[src/rtl/bobc_inverso_if.sv]
// Handshake and operand bundle for the BOBC inverse search block.
interface bobc_inverso_if #(
  parameter int XW = 8,
  parameter int DW = 16
);
  logic          inicio;
  logic [DW-1:0] A;
  logic [DW-1:0] B;
  logic [DW-1:0] C;
  logic [DW-1:0] y;
  logic [XW-1:0] x_out;
  logic          achou;
  logic          pronto;
  logic          ocupado;

  modport master (
    output inicio, A, B, C, y,
    input  x_out, achou, pronto, ocupado
  );

  modport slave (
    input  inicio, A, B, C, y,
    output x_out, achou, pronto, ocupado
  );
endinterface

[src/rtl/bobc_inverso.sv]
// Finds the smallest x with A*x^2 + B*x + C == y (mod 2^DW) by scanning x
// upward and evaluating each candidate with a two-step Horner datapath.
module bobc_inverso #(
  parameter int XW = 8,
  parameter int DW = 16
) (
  input  logic               clk,
  input  logic               rst,
  bobc_inverso_if.slave      bus
);

  typedef enum logic [2:0] {
    S_IDLE,
    S_MUL1,
    S_MUL2,
    S_CMP,
    S_DONE
  } state_t;

  state_t        state_q, state_d;
  logic [DW-1:0] a_q, a_d;
  logic [DW-1:0] b_q, b_d;
  logic [DW-1:0] c_q, c_d;
  logic [DW-1:0] y_q, y_d;
  logic [DW-1:0] h_q, h_d;
  logic [XW-1:0] x_q, x_d;
  logic [XW-1:0] x_out_q, x_out_d;
  logic          achou_q, achou_d;
  logic [DW-1:0] x_ext;

  assign x_ext = {{(DW-XW){1'b0}}, x_q};

  always_ff @(posedge clk) begin
    if (rst) begin
      state_q <= S_IDLE;
      a_q     <= '0;
      b_q     <= '0;
      c_q     <= '0;
      y_q     <= '0;
      h_q     <= '0;
      x_q     <= '0;
      x_out_q <= '0;
      achou_q <= 1'b0;
    end else begin
      state_q <= state_d;
      a_q     <= a_d;
      b_q     <= b_d;
      c_q     <= c_d;
      y_q     <= y_d;
      h_q     <= h_d;
      x_q     <= x_d;
      x_out_q <= x_out_d;
      achou_q <= achou_d;
    end
  end

  always_comb begin
    state_d = state_q;
    a_d     = a_q;
    b_d     = b_q;
    c_d     = c_q;
    y_d     = y_q;
    h_d     = h_q;
    x_d     = x_q;
    x_out_d = x_out_q;
    achou_d = achou_q;
    case (state_q)
      S_IDLE: begin
        if (bus.inicio) begin
          a_d     = bus.A;
          b_d     = bus.B;
          c_d     = bus.C;
          y_d     = bus.y;
          x_d     = '0;
          achou_d = 1'b0;
          state_d = S_MUL1;
        end
      end
      S_MUL1: begin
        h_d     = a_q * x_ext + b_q;
        state_d = S_MUL2;
      end
      S_MUL2: begin
        h_d     = h_q * x_ext + c_q;
        state_d = S_CMP;
      end
      S_CMP: begin
        if (h_q == y_q) begin
          achou_d = 1'b1;
          x_out_d = x_q;
          state_d = S_DONE;
        end else if (x_q == '1) begin
          achou_d = 1'b0;
          x_out_d = x_q;
          state_d = S_DONE;
        end else begin
          x_d     = x_q + XW'(1);
          state_d = S_MUL1;
        end
      end
      S_DONE:  state_d = S_IDLE;
      default: state_d = S_IDLE;
    endcase
  end

  assign bus.x_out   = x_out_q;
  assign bus.achou   = achou_q;
  assign bus.pronto  = (state_q == S_DONE);
  assign bus.ocupado = (state_q != S_IDLE);

endmodule

[src/flat_wrapper.sv]
// flat-port wrapper written by rule: the top's interface ports become plain ports
module bobc_inverso_flat 
#(
  parameter int XW = 8,
  parameter int DW = 16
)
  (clk, rst, bus_inicio, bus_A, bus_B, bus_C, bus_y, bus_x_out, bus_achou, bus_pronto, bus_ocupado);
  bobc_inverso_if #(.XW(XW), .DW(DW)) bus_i ();
  input  logic clk;
  input  logic rst;
  input wire logic [$bits(bus_i.inicio)-1:0] bus_inicio;
  input wire logic [$bits(bus_i.A)-1:0] bus_A;
  input wire logic [$bits(bus_i.B)-1:0] bus_B;
  input wire logic [$bits(bus_i.C)-1:0] bus_C;
  input wire logic [$bits(bus_i.y)-1:0] bus_y;
  output wire logic [$bits(bus_i.x_out)-1:0] bus_x_out;
  output wire logic [$bits(bus_i.achou)-1:0] bus_achou;
  output wire logic [$bits(bus_i.pronto)-1:0] bus_pronto;
  output wire logic [$bits(bus_i.ocupado)-1:0] bus_ocupado;
  assign bus_i.inicio = bus_inicio;
  assign bus_i.A = bus_A;
  assign bus_i.B = bus_B;
  assign bus_i.C = bus_C;
  assign bus_i.y = bus_y;
  assign bus_x_out = bus_i.x_out;
  assign bus_achou = bus_i.achou;
  assign bus_pronto = bus_i.pronto;
  assign bus_ocupado = bus_i.ocupado;
  bobc_inverso #(.XW(XW), .DW(DW)) u_core (.clk(clk), .rst(rst), .bus(bus_i));
endmodule
[config.mk]
export PLATFORM = sky130hd
export DESIGN_NAME = bobc_inverso_flat
export DESIGN_NICKNAME = d
export VERILOG_FILES = /design/src/rtl/bobc_inverso_if.sv /design/src/rtl/bobc_inverso.sv /design/src/flat_wrapper.sv
export SDC_FILE = /design/constraint.sdc
export NUM_CORES = 1
export LEC_CHECK = 0
export CORE_ASPECT_RATIO = 0.9
export CORE_UTILIZATION = 42
export CTS_CLUSTER_SIZE = 16
export DETAILED_ROUTE_END_ITERATION = 6
export HOLD_SLACK_MARGIN = 0.12
export PLACE_DENSITY = 0.7
export SETUP_SLACK_MARGIN = 0.1
export SYNTH_ARGS = -nofsm -noshare
export SYNTH_HDL_FRONTEND = slang
export SYNTH_SLANG_ARGS = --single-unit
[constraint.sdc]
create_clock -name clk -period 8 [get_ports clk]
set_input_delay 1.6 -clock clk [delete_from_list [all_inputs] [get_ports clk]]
set_output_delay 1.6 -clock clk [all_outputs]
set_load 0.03 [all_outputs]
==> flow_summary.yaml <==
outcome:
  outcome: "finished, final reports clean"
cells_and_area:
  fin_nets: 1549
  mostFrequentLayoutCells: "229 x inv_1, 224 x nand2_1, 148 x fa_1"
  area_growth_pct: 12.41
  n_antenna_cell: 0
  postLayoutCellArea_um2: 11640
  drive_gt1_share_pct: 2.640
  final_common_cell: "inv_1"
cts:
  cts.sinks: 100
  postCtsSetupBuffers: 0
  htree_levels: 3
  clk_pin_slew_ns: 0.07
  ctsHoldBuffers: 0
  cts_resized: 0
  root_buffer: "clkbuf_16"
  cts_buffer_depth: 2
  numCtsBuffers: 9
  clk_latency_ns: 0.36
  cts_tree: "yes"
sta:
  fin_crit_ns: 5.444
  max_slew_margin_pct: 31.54
  fmax_ghz: 0.1837
  hold_viol: 0
  fin_skew_ns: 0.01580
  tns_ns: 0
  slew_viol_final: 0
  grt_setup_unrepaired: "false"
  worst_pin_slew_ns: 1.025
  finalSetupViolations: 0
  finalWorstSetupSlack_ns: 2.556
  post-route-period-util_pct: 68.04
routing:
  dr_wl_met2_um: 11260
  dr_total_vias: 8094
  wl_met1_um: 10950
  via_per_inst: 5.071
  drt-initial-drc-count: 411
  wire_per_inst_um: 14.80
  post-route-drc-count: 0
  route.met3.wl_um: 1044
  routed_wl_um: 23620
  final_antenna_net_count: 0
  first_pass_iters: 4
  routed.top_layer: "met4"
die:
  fp.dieH_um: 150.9
  start_util_pct: 42.80
  fp.dieW_um: 167.5
  io_pins: 78
  rows: 54
  dieArea_um2: 25280
  fp.coreArea_um2: 24190
global_routing:
  grt_pass1_wl_um: 40220
  grt_usage_pct: 19.89
  antenna_found_initial: 0
  grt_pass1_vias: 8136
  grt_max_degree: 96
  grt.overflow.total: 0
worst_setup_path:
  reg2reg_depth: 17
  crit_path_end_kind: "flop"
  crit_arrival_ns: 5.70
  required_ns: 8.26
  path_class: "reg2reg"
  cp-start-kind: "flop"
  crit_path_max_fanout: 22
pwr:
  finalPower_mw: 1.375
  ir_drop_uv: 147.9
  power.leakage_nw: 5.523
  pwr_density_cell_nw_per_um2: 118.2
synthesis:
  synth_top_cell_area_share_pct: 28.62
  post_synth_num_cell_types: 45
  synth.cell_area_um2: 10350
  ys_seq_area_share_pct: 19.34
  synth_edf_count: 0
  synth_flop_cell: "dfxtp_1"
  synth_area_leader_cell: "fa_1"
  synth.net_count: 1516
  yosys_warnings: 0
  yosys_register_bits: 100
  synth_cells: 1250
  synth.avg_cell_area_um2: 8.282
  async_flop_share_pct: 0
  synth_area_leaders: "fa_1 29%, dfxtp_1 19%, inv_1 8.3%"
flow_run:
  drv_cap: 0
place:
  place_congestion: 0.8320
  dpl-instance-area_um2: 11330
  dpl.hpwl_um: 17660
  port_buffers: 77
  pre_cts_ws_ns: 2.590
hold_path:
  min_path_cells: 2
  min_path_type: "reg2reg"
## cell usage after synthesis, drive strengths merged (3+ instances only)
master,n
a211oi,7
a21o,8
a21oi,83
and2,118
and3,4
buf,14
clkbuf,51
dfxtp,100
fa,148
ha,51
inv,229
mux2i,14
nand2,225
nand2b,3
nand3,4
nand4,4
nor2,44
nor3,10
nor4,5
o21a,11
o21ai,17
o21bai,4
o22ai,3
o31a,3
or3,5
xnor2,32
xor2,33
## worst paths after layout
path                            slack [ns]        endpoint     startpoint
worst max-delay path                  2.56  u_core.h_q[15]  u_core.x_q[0]
worst min-delay path                  0.46   u_core.b_q[2]  u_core.b_q[2]
worst max register to register        2.56  u_core.h_q[15]  u_core.x_q[0]
worst min register to register        0.46   u_core.b_q[2]  u_core.b_q[2]
## registers in the layout, summed over array words and instances (netlist names)
name	cells
u_core.a_q	16
u_core.b_q	16
u_core.c_q	16
u_core.bus.x_out	8
u_core.y_q	16
u_core.h_q	16
u_core.x_q	8
u_core.bus.achou	1
u_core.state_q	3
## cell families (layout without fill, tap and decap cells)
group                      count (synthesis)  after routing  synth area share (%)
AOI/OAI and AO/OA                        149            149                 8.714
buffers and inverters                    294            332                 10.76
DFF                                      100            100                 19.34
muxes                                     14             14                 1.354
xor gates and xnor gates                  66             66                 5.717
and+or+nand+nor                          428            428                 19.34
adders and majority gates                199            199                 34.78
## layer usage
metal,track usage [%],vias to the layer above
met2,33.44,186
met3,2.221,33
met5,0,-
met1,27.15,4030
met4,5.780,0
li1,-,3845
## cell type report
type / instances / area, µm²
Timing Repair Buffer: 87 / 840.8
Sequential cell: 100 / 2002
Clock buffer: 9 / 225.2
Tap cell: 308 / 385.4
Inverter: 229 / 859.6
Fill cell: 2355 / 12550
Multi-Input combinational cell: 856 / 7241
Clock inverter: 7 / 83.83
## critical path, cell delays in order (launching register included)
cell      delay, ns
dfxtp_1        0.74
buf_4          0.42
nand2_1        0.12
fa_1           0.54
inv_1          0.05
fa_1           0.50
inv_1          0.05
fa_1           0.48
fa_1           0.49
inv_1          0.04
ha_1           0.29
o21a_1         0.19
o31a_1         0.12
o31a_1         0.28
o41a_1         0.36
o41ai_2        0.24
xnor2_1        0.14
a221oi_2       0.28
## per-stage QoR
stage,util [%],hold slack [ns],std cells
after floorplan,-,0.4363,1250
after global placement,46.83,0.4453,1580
after detailed placement,46.83,0.4463,1580
after CTS,48.11,0.4562,1596
after global routing,48.11,0.4791,1596
final,48.11,0.4551,1596
## power breakdown
group          leakage (nW)  switching (mW)  internal (mW)
registers             0.817          0.0750          0.540
clock network         0.142           0.218          0.248
logic                  4.56           0.167          0.128
(Power assumes the default switching activity.)
==> edit 1, RTL diff (same flow settings) <==
`XW` is set to 8 in 3 places; all go to 4.
--- a/src/rtl/bobc_inverso_if.sv
+++ b/src/rtl/bobc_inverso_if.sv
@@ -2,3 +2,3 @@
 interface bobc_inverso_if #(
-  parameter int XW = 8,
+  parameter int XW = 4,
   parameter int DW = 16
--- a/src/rtl/bobc_inverso.sv
+++ b/src/rtl/bobc_inverso.sv
@@ -3,3 +3,3 @@
 module bobc_inverso #(
-  parameter int XW = 8,
+  parameter int XW = 4,
   parameter int DW = 16
--- a/src/flat_wrapper.sv
+++ b/src/flat_wrapper.sv
@@ -3,3 +3,3 @@
 #(
-  parameter int XW = 8,
+  parameter int XW = 4,
   parameter int DW = 16
Ports: changed (resized bus_x_out); port bits go from 78 to 74. No check against the original RTL was run, so the function may have changed too.
==> edit 1 against the unedited design <==
First-iteration DRC count is 30% lower. Total power is 12% lower. Area after synthesis is 26% lower. Combinational power is 13% lower. Critical path depth is 4 lower. Clock skew is 0.0068 ns lower. Design area is 24% lower. Wire length is 30% lower. Cell count is 22% lower. Worst setup slack better by 0.87 ns. Sequential cell count is 8 lower. Largest power group unchanged.
==> edit 1: results <==
# TYPE chip_impl_metric gauge
chip_impl_info{name="synth_area_leaders",value="dfxtp_1 24%, fa_1 20%, nand2_1 8.7%"} 1
chip_impl_metric{name="signal_buffers",unit=""} 79
chip_impl_metric{name="cellPowerDensity",unit="mW/mm2"} 136
chip_impl_metric{name="area_taken_by_flip_flops_and_latches",unit="mm2"} 0.00184
chip_impl_info{name="status",value="finished, final reports clean"} 1
chip_impl_metric{name="routed_via_density",unit=""} 4.94
chip_impl_info{name="synth_common_cells",value="178 x nand2_1, 136 x inv_1, 99 x and2_1, 92 x dfxtp_1, 87 x a21oi_1"} 1
chip_impl_metric{name="num-nets-final",unit=""} 1190
chip_impl_metric{name="critical_path_peak_fanout",unit=""} 30
chip_impl_info{name="hold-path-endpoint",value="u_core.b_q[5]"} 1
chip_impl_metric{name="dr.first_iter.drc_count",unit=""} 289
chip_impl_metric{name="io_buffer_count",unit=""} 73
chip_impl_metric{name="dp.final_hpwl",unit="um"} 12300
chip_impl_info{name="critical_path.reg2reg.endpoint",value="u_core.h_q[9]"} 1
chip_impl_metric{name="gr-usage-all-layers",unit="%"} 19.4
chip_impl_metric{name="routedWlPerCell",unit="um"} 13.2
chip_impl_metric{name="worst-endpoint-arrival",unit="ns"} 4.83
chip_impl_metric{name="fillCellCount",unit=""} 1729
chip_impl_info{name="r2r_start",value="u_core.x_q[3]"} 1
chip_impl_metric{name="drive_above_1_share",unit="%"} 3.66
chip_impl_metric{name="first_pass_iters",unit=""} 5
chip_impl_metric{name="inv_count",unit=""} 136
chip_impl_metric{name="cp_slowest_stage_delay",unit="ns"} 1.02
chip_impl_metric{name="synth_seq_area_share",unit="%"} 23.9
chip_impl_metric{name="clockNetworkAreaShare",unit="%"} 3.00
chip_impl_metric{name="signal_buffer_area_fraction",unit="%"} 8.68
chip_impl_info{name="min_from",value="u_core.b_q[5]"} 1
chip_impl_metric{name="multi_input_logic_cell_count",unit=""} 690
chip_impl_metric{name="maxSlewHeadroom",unit="%"} 20.3
chip_impl_metric{name="vdd.ir_drop.worst",unit="mV"} 0.103
chip_impl_metric{name="count_of_different_cell_masters_after_synthesis",unit=""} 50
chip_impl_metric{name="ff2ff_path_depth",unit=""} 13
chip_impl_metric{name="clkSinkCount",unit=""} 92
chip_impl_metric{name="power_leakage",unit="nW"} 3.88
chip_impl_metric{name="grt_start_max_net_pins",unit=""} 95
[edit 1: cell families after synthesis]
family                   after synthesis  synth area share, %
AND/OR/NAND/NOR                      357                 21.8
flip-flops                            92                 23.9
XOR/XNOR                              56                 6.37
multiplexers                           3                0.390
AO/OA/AOI/OAI                        159                 12.6
adder cells (fa/ha/maj)              115                 26.1
buffers and inverters                179                 8.84
[edit 1: per-layer routing]
layer	vias to the layer above	part of all wire [%]	routed length [um]	global-route usage (%)
met1	2923	46	7630	24.9
met4	0	1.3	215	5.14
li1	3114	-	-	-
met3	14	4.0	660	3.68
met2	123	48	7960	33.3
met5	-	0	0	0
[edit 1: metrics by stage]
stage | utilization, % | cells | hold WS (ns)
2_1_floorplan | - | 961 | 0.436
3_3_place_gp | 48.4 | 1237 | 0.445
3_5_place_dp | 48.4 | 1237 | 0.451
4_1_cts | 49.9 | 1251 | 0.460
5_1_grt | 49.9 | 1251 | 0.477
6_report | 49.9 | 1251 | 0.457
[edit 1: worst max-delay path by stage]
stage                      to           from  slack (ns)  depth (start not counted)
2_1_floorplan  u_core.h_q[12]  u_core.x_q[2]        3.93                         16
3_3_place_gp   u_core.h_q[14]  u_core.x_q[3]        3.66                         14
3_5_place_dp    u_core.h_q[9]  u_core.x_q[3]        3.57                         13
4_1_cts         u_core.h_q[9]  u_core.x_q[3]        3.54                         13
5_1_grt         u_core.h_q[9]  u_core.x_q[3]        3.14                         13
6_report        u_core.h_q[9]  u_core.x_q[3]        3.43                         13
[edit 1: power breakdown]
group          total (mW)  internal (mW)  switching [mW]
logic               0.258          0.111           0.147
clock network       0.398          0.215           0.183
registers           0.551          0.501          0.0497
total                1.21          0.827           0.380
==> edit 2, RTL diff (same flow settings) <==
Made on the original files. Encoding of `state_t`: now one-hot (5 bits for 5 states).
--- a/src/rtl/bobc_inverso.sv
+++ b/src/rtl/bobc_inverso.sv
@@ -11,8 +11,8 @@
 
-  typedef enum logic [2:0] {
-    S_IDLE,
-    S_MUL1,
-    S_MUL2,
-    S_CMP,
-    S_DONE
+  typedef enum logic [4:0] {
+    S_IDLE = 5'b00001,
+    S_MUL1 = 5'b00010,
+    S_MUL2 = 5'b00100,
+    S_CMP  = 5'b01000,
+    S_DONE = 5'b10000
   } state_t;
Formal check against the unedited RTL: no difference found for any inputs over 10 cycles, from zero or initial values and one cycle with rst high; not proved beyond that.
==> edit 2 against the unedited design <==
Area after synthesis up 1.0%. Worst hold slack improved by 0.0038 ns. Design area rose by 0.76%. Worst setup slack improved by 0.076 ns. Total power down 7.4%. Cell count is 0.75% higher. Sequential cell count grew 2. Wire length up 4.9%. Count of clock-buffer cells in the layout is 1 higher. Synthesized cell count grew 1.0%. Global-route usage rose by 1.4 points. Largest power group unchanged.
==> edit 2: results <==
# TYPE chip_impl_metric gauge
chip_impl_metric{name="grt_pass1_vias",unit=""} 8553
chip_impl_metric{name="critical_path_peak_fanout",unit=""} 19
chip_impl_metric{name="ff2ff_setup_slack",unit="ns"} 2.63
chip_impl_metric{name="synth_async_sr_flop_share",unit="%"} 0
chip_impl_metric{name="grt_start_max_net_pins",unit=""} 97
chip_impl_metric{name="gr-usage-all-layers",unit="%"} 21.3
chip_impl_metric{name="count_of_different_cell_masters_after_synthesis",unit=""} 51
chip_impl_info{name="yosys_most_used_dff",value="dfxtp_1"} 1
chip_impl_metric{name="dr.first_iter.drc_count",unit=""} 464
chip_impl_metric{name="globalRouteMet2Util",unit="%"} 35.5
chip_impl_info{name="status",value="finished, final reports clean"} 1
chip_impl_metric{name="cp_slowest_stage_delay",unit="ns"} 0.87
chip_impl_metric{name="grt_use_met3",unit="%"} 3.45
chip_impl_metric{name="grt_pass1_wl",unit="um"} 42600
chip_impl_metric{name="drive_above_1_share",unit="%"} 2.85
chip_impl_metric{name="fin_worst_skew",unit="ns"} 0.00568
chip_impl_metric{name="fillCellCount",unit=""} 2384
chip_impl_metric{name="met1_global_route_usage",unit="%"} 28.9
chip_impl_metric{name="num-nets-final",unit=""} 1561
chip_impl_metric{name="synth_seq_area_share",unit="%"} 19.5
chip_impl_metric{name="synth_fp_nets",unit=""} 1529
chip_impl_info{name="synth_common_cells",value="235 x nand2_1, 230 x inv_1, 148 x fa_1, 116 x and2_1, 102 x dfxtp_1"} 1
chip_impl_metric{name="number_of_h_tree_branching_levels",unit=""} 3
chip_impl_metric{name="worst-endpoint-arrival",unit="ns"} 5.64
chip_impl_metric{name="num_vias",unit=""} 8205
chip_impl_metric{name="power_leakage",unit="nW"} 5.47
chip_impl_metric{name="first_pass_iters",unit=""} 7
chip_impl_metric{name="worst-slew-pin-transition",unit="ns"} 1.02
chip_impl_metric{name="vdd.ir_drop.worst",unit="mV"} 0.0971
chip_impl_metric{name="route.final.wire_length",unit="um"} 24800
chip_impl_metric{name="dp.final_hpwl",unit="um"} 18300
chip_impl_metric{name="intPower",unit="uW"} 865
==> edit 2: power groups by stage <==
stage	clock [mW]	combinational, mW	sequential, mW
global route	0.490	0.274	0.577
CTS	0.477	0.241	0.572
global placement	0	0.235	0.582
detailed placement	0	0.240	0.584
finish	0.463	0.238	0.573
floorplan	0	0.168	0.564
==> edit 2: logic make-up after synthesis <==
group           after synthesis  share of synthesized area [%]
simple gates                446                           20.3
buf+inv                     295                           10.7
fa+ha+maj                   199                           34.4
compound gates              146                           8.49
flops                       102                           19.5
xor+xnor                     67                           5.74
mux                           8                          0.766
==> edit 2: layout make-up <==
type                    count  area share [%]
multi-input cells         866            62.2
flip-flops and latches    102            17.4
inverters                 230            7.36
repair buffers             86            7.13
well taps                 308            3.29
clock buffers              10            2.04
clock inverters             6           0.534
==> edit 2: per-layer routing <==
layer,wire length [um],part of all wire (%)
met5,0,0
met4,477,1.9
met3,1380,5.6
met2,11500,46
met1,11400,46
==> edit 2: how the worst min path moves through the flow <==
| stage | from | to | slack, ns | cells past startpoint |
|---|---|---|---|---|
| 6_report | u_core.b_q[1] | u_core.b_q[1] | 0.46 | 2 |
| 5_1_grt | u_core.b_q[2] | u_core.b_q[2] | 0.48 | 2 |
| 4_1_cts | u_core.b_q[1] | u_core.b_q[1] | 0.46 | 2 |
| 3_5_place_dp | u_core.b_q[1] | u_core.b_q[1] | 0.45 | 2 |
| 3_3_place_gp | u_core.b_q[1] | u_core.b_q[1] | 0.44 | 2 |
| 2_1_floorplan | u_core.b_q[10] | u_core.b_q[10] | 0.44 | 2 |
==> edit 2: tightest hold or removal path, delay by kind of cell (launching register included) <==
| kind | cells | cell delay, ns |
|---|---|---|
| flops | 1 | 0.31 |
| simple gates | 1 | 0.05 |
| compound gates | 1 | 0.05 |
==> edit 2: through the flow <==
stage,cells,setup WS [ns],utilization [%],power (mW),instance area (um2)
after floorplan,1263,3.46,-,0.732,10500
final,1608,2.63,48.2,1.27,11700
after CTS,1608,2.72,48.2,1.29,11700
after detailed placement,1592,2.75,47.0,0.824,11400
after global routing,1608,2.41,48.2,1.34,11700
after global placement,1592,2.91,47.0,0.817,11400
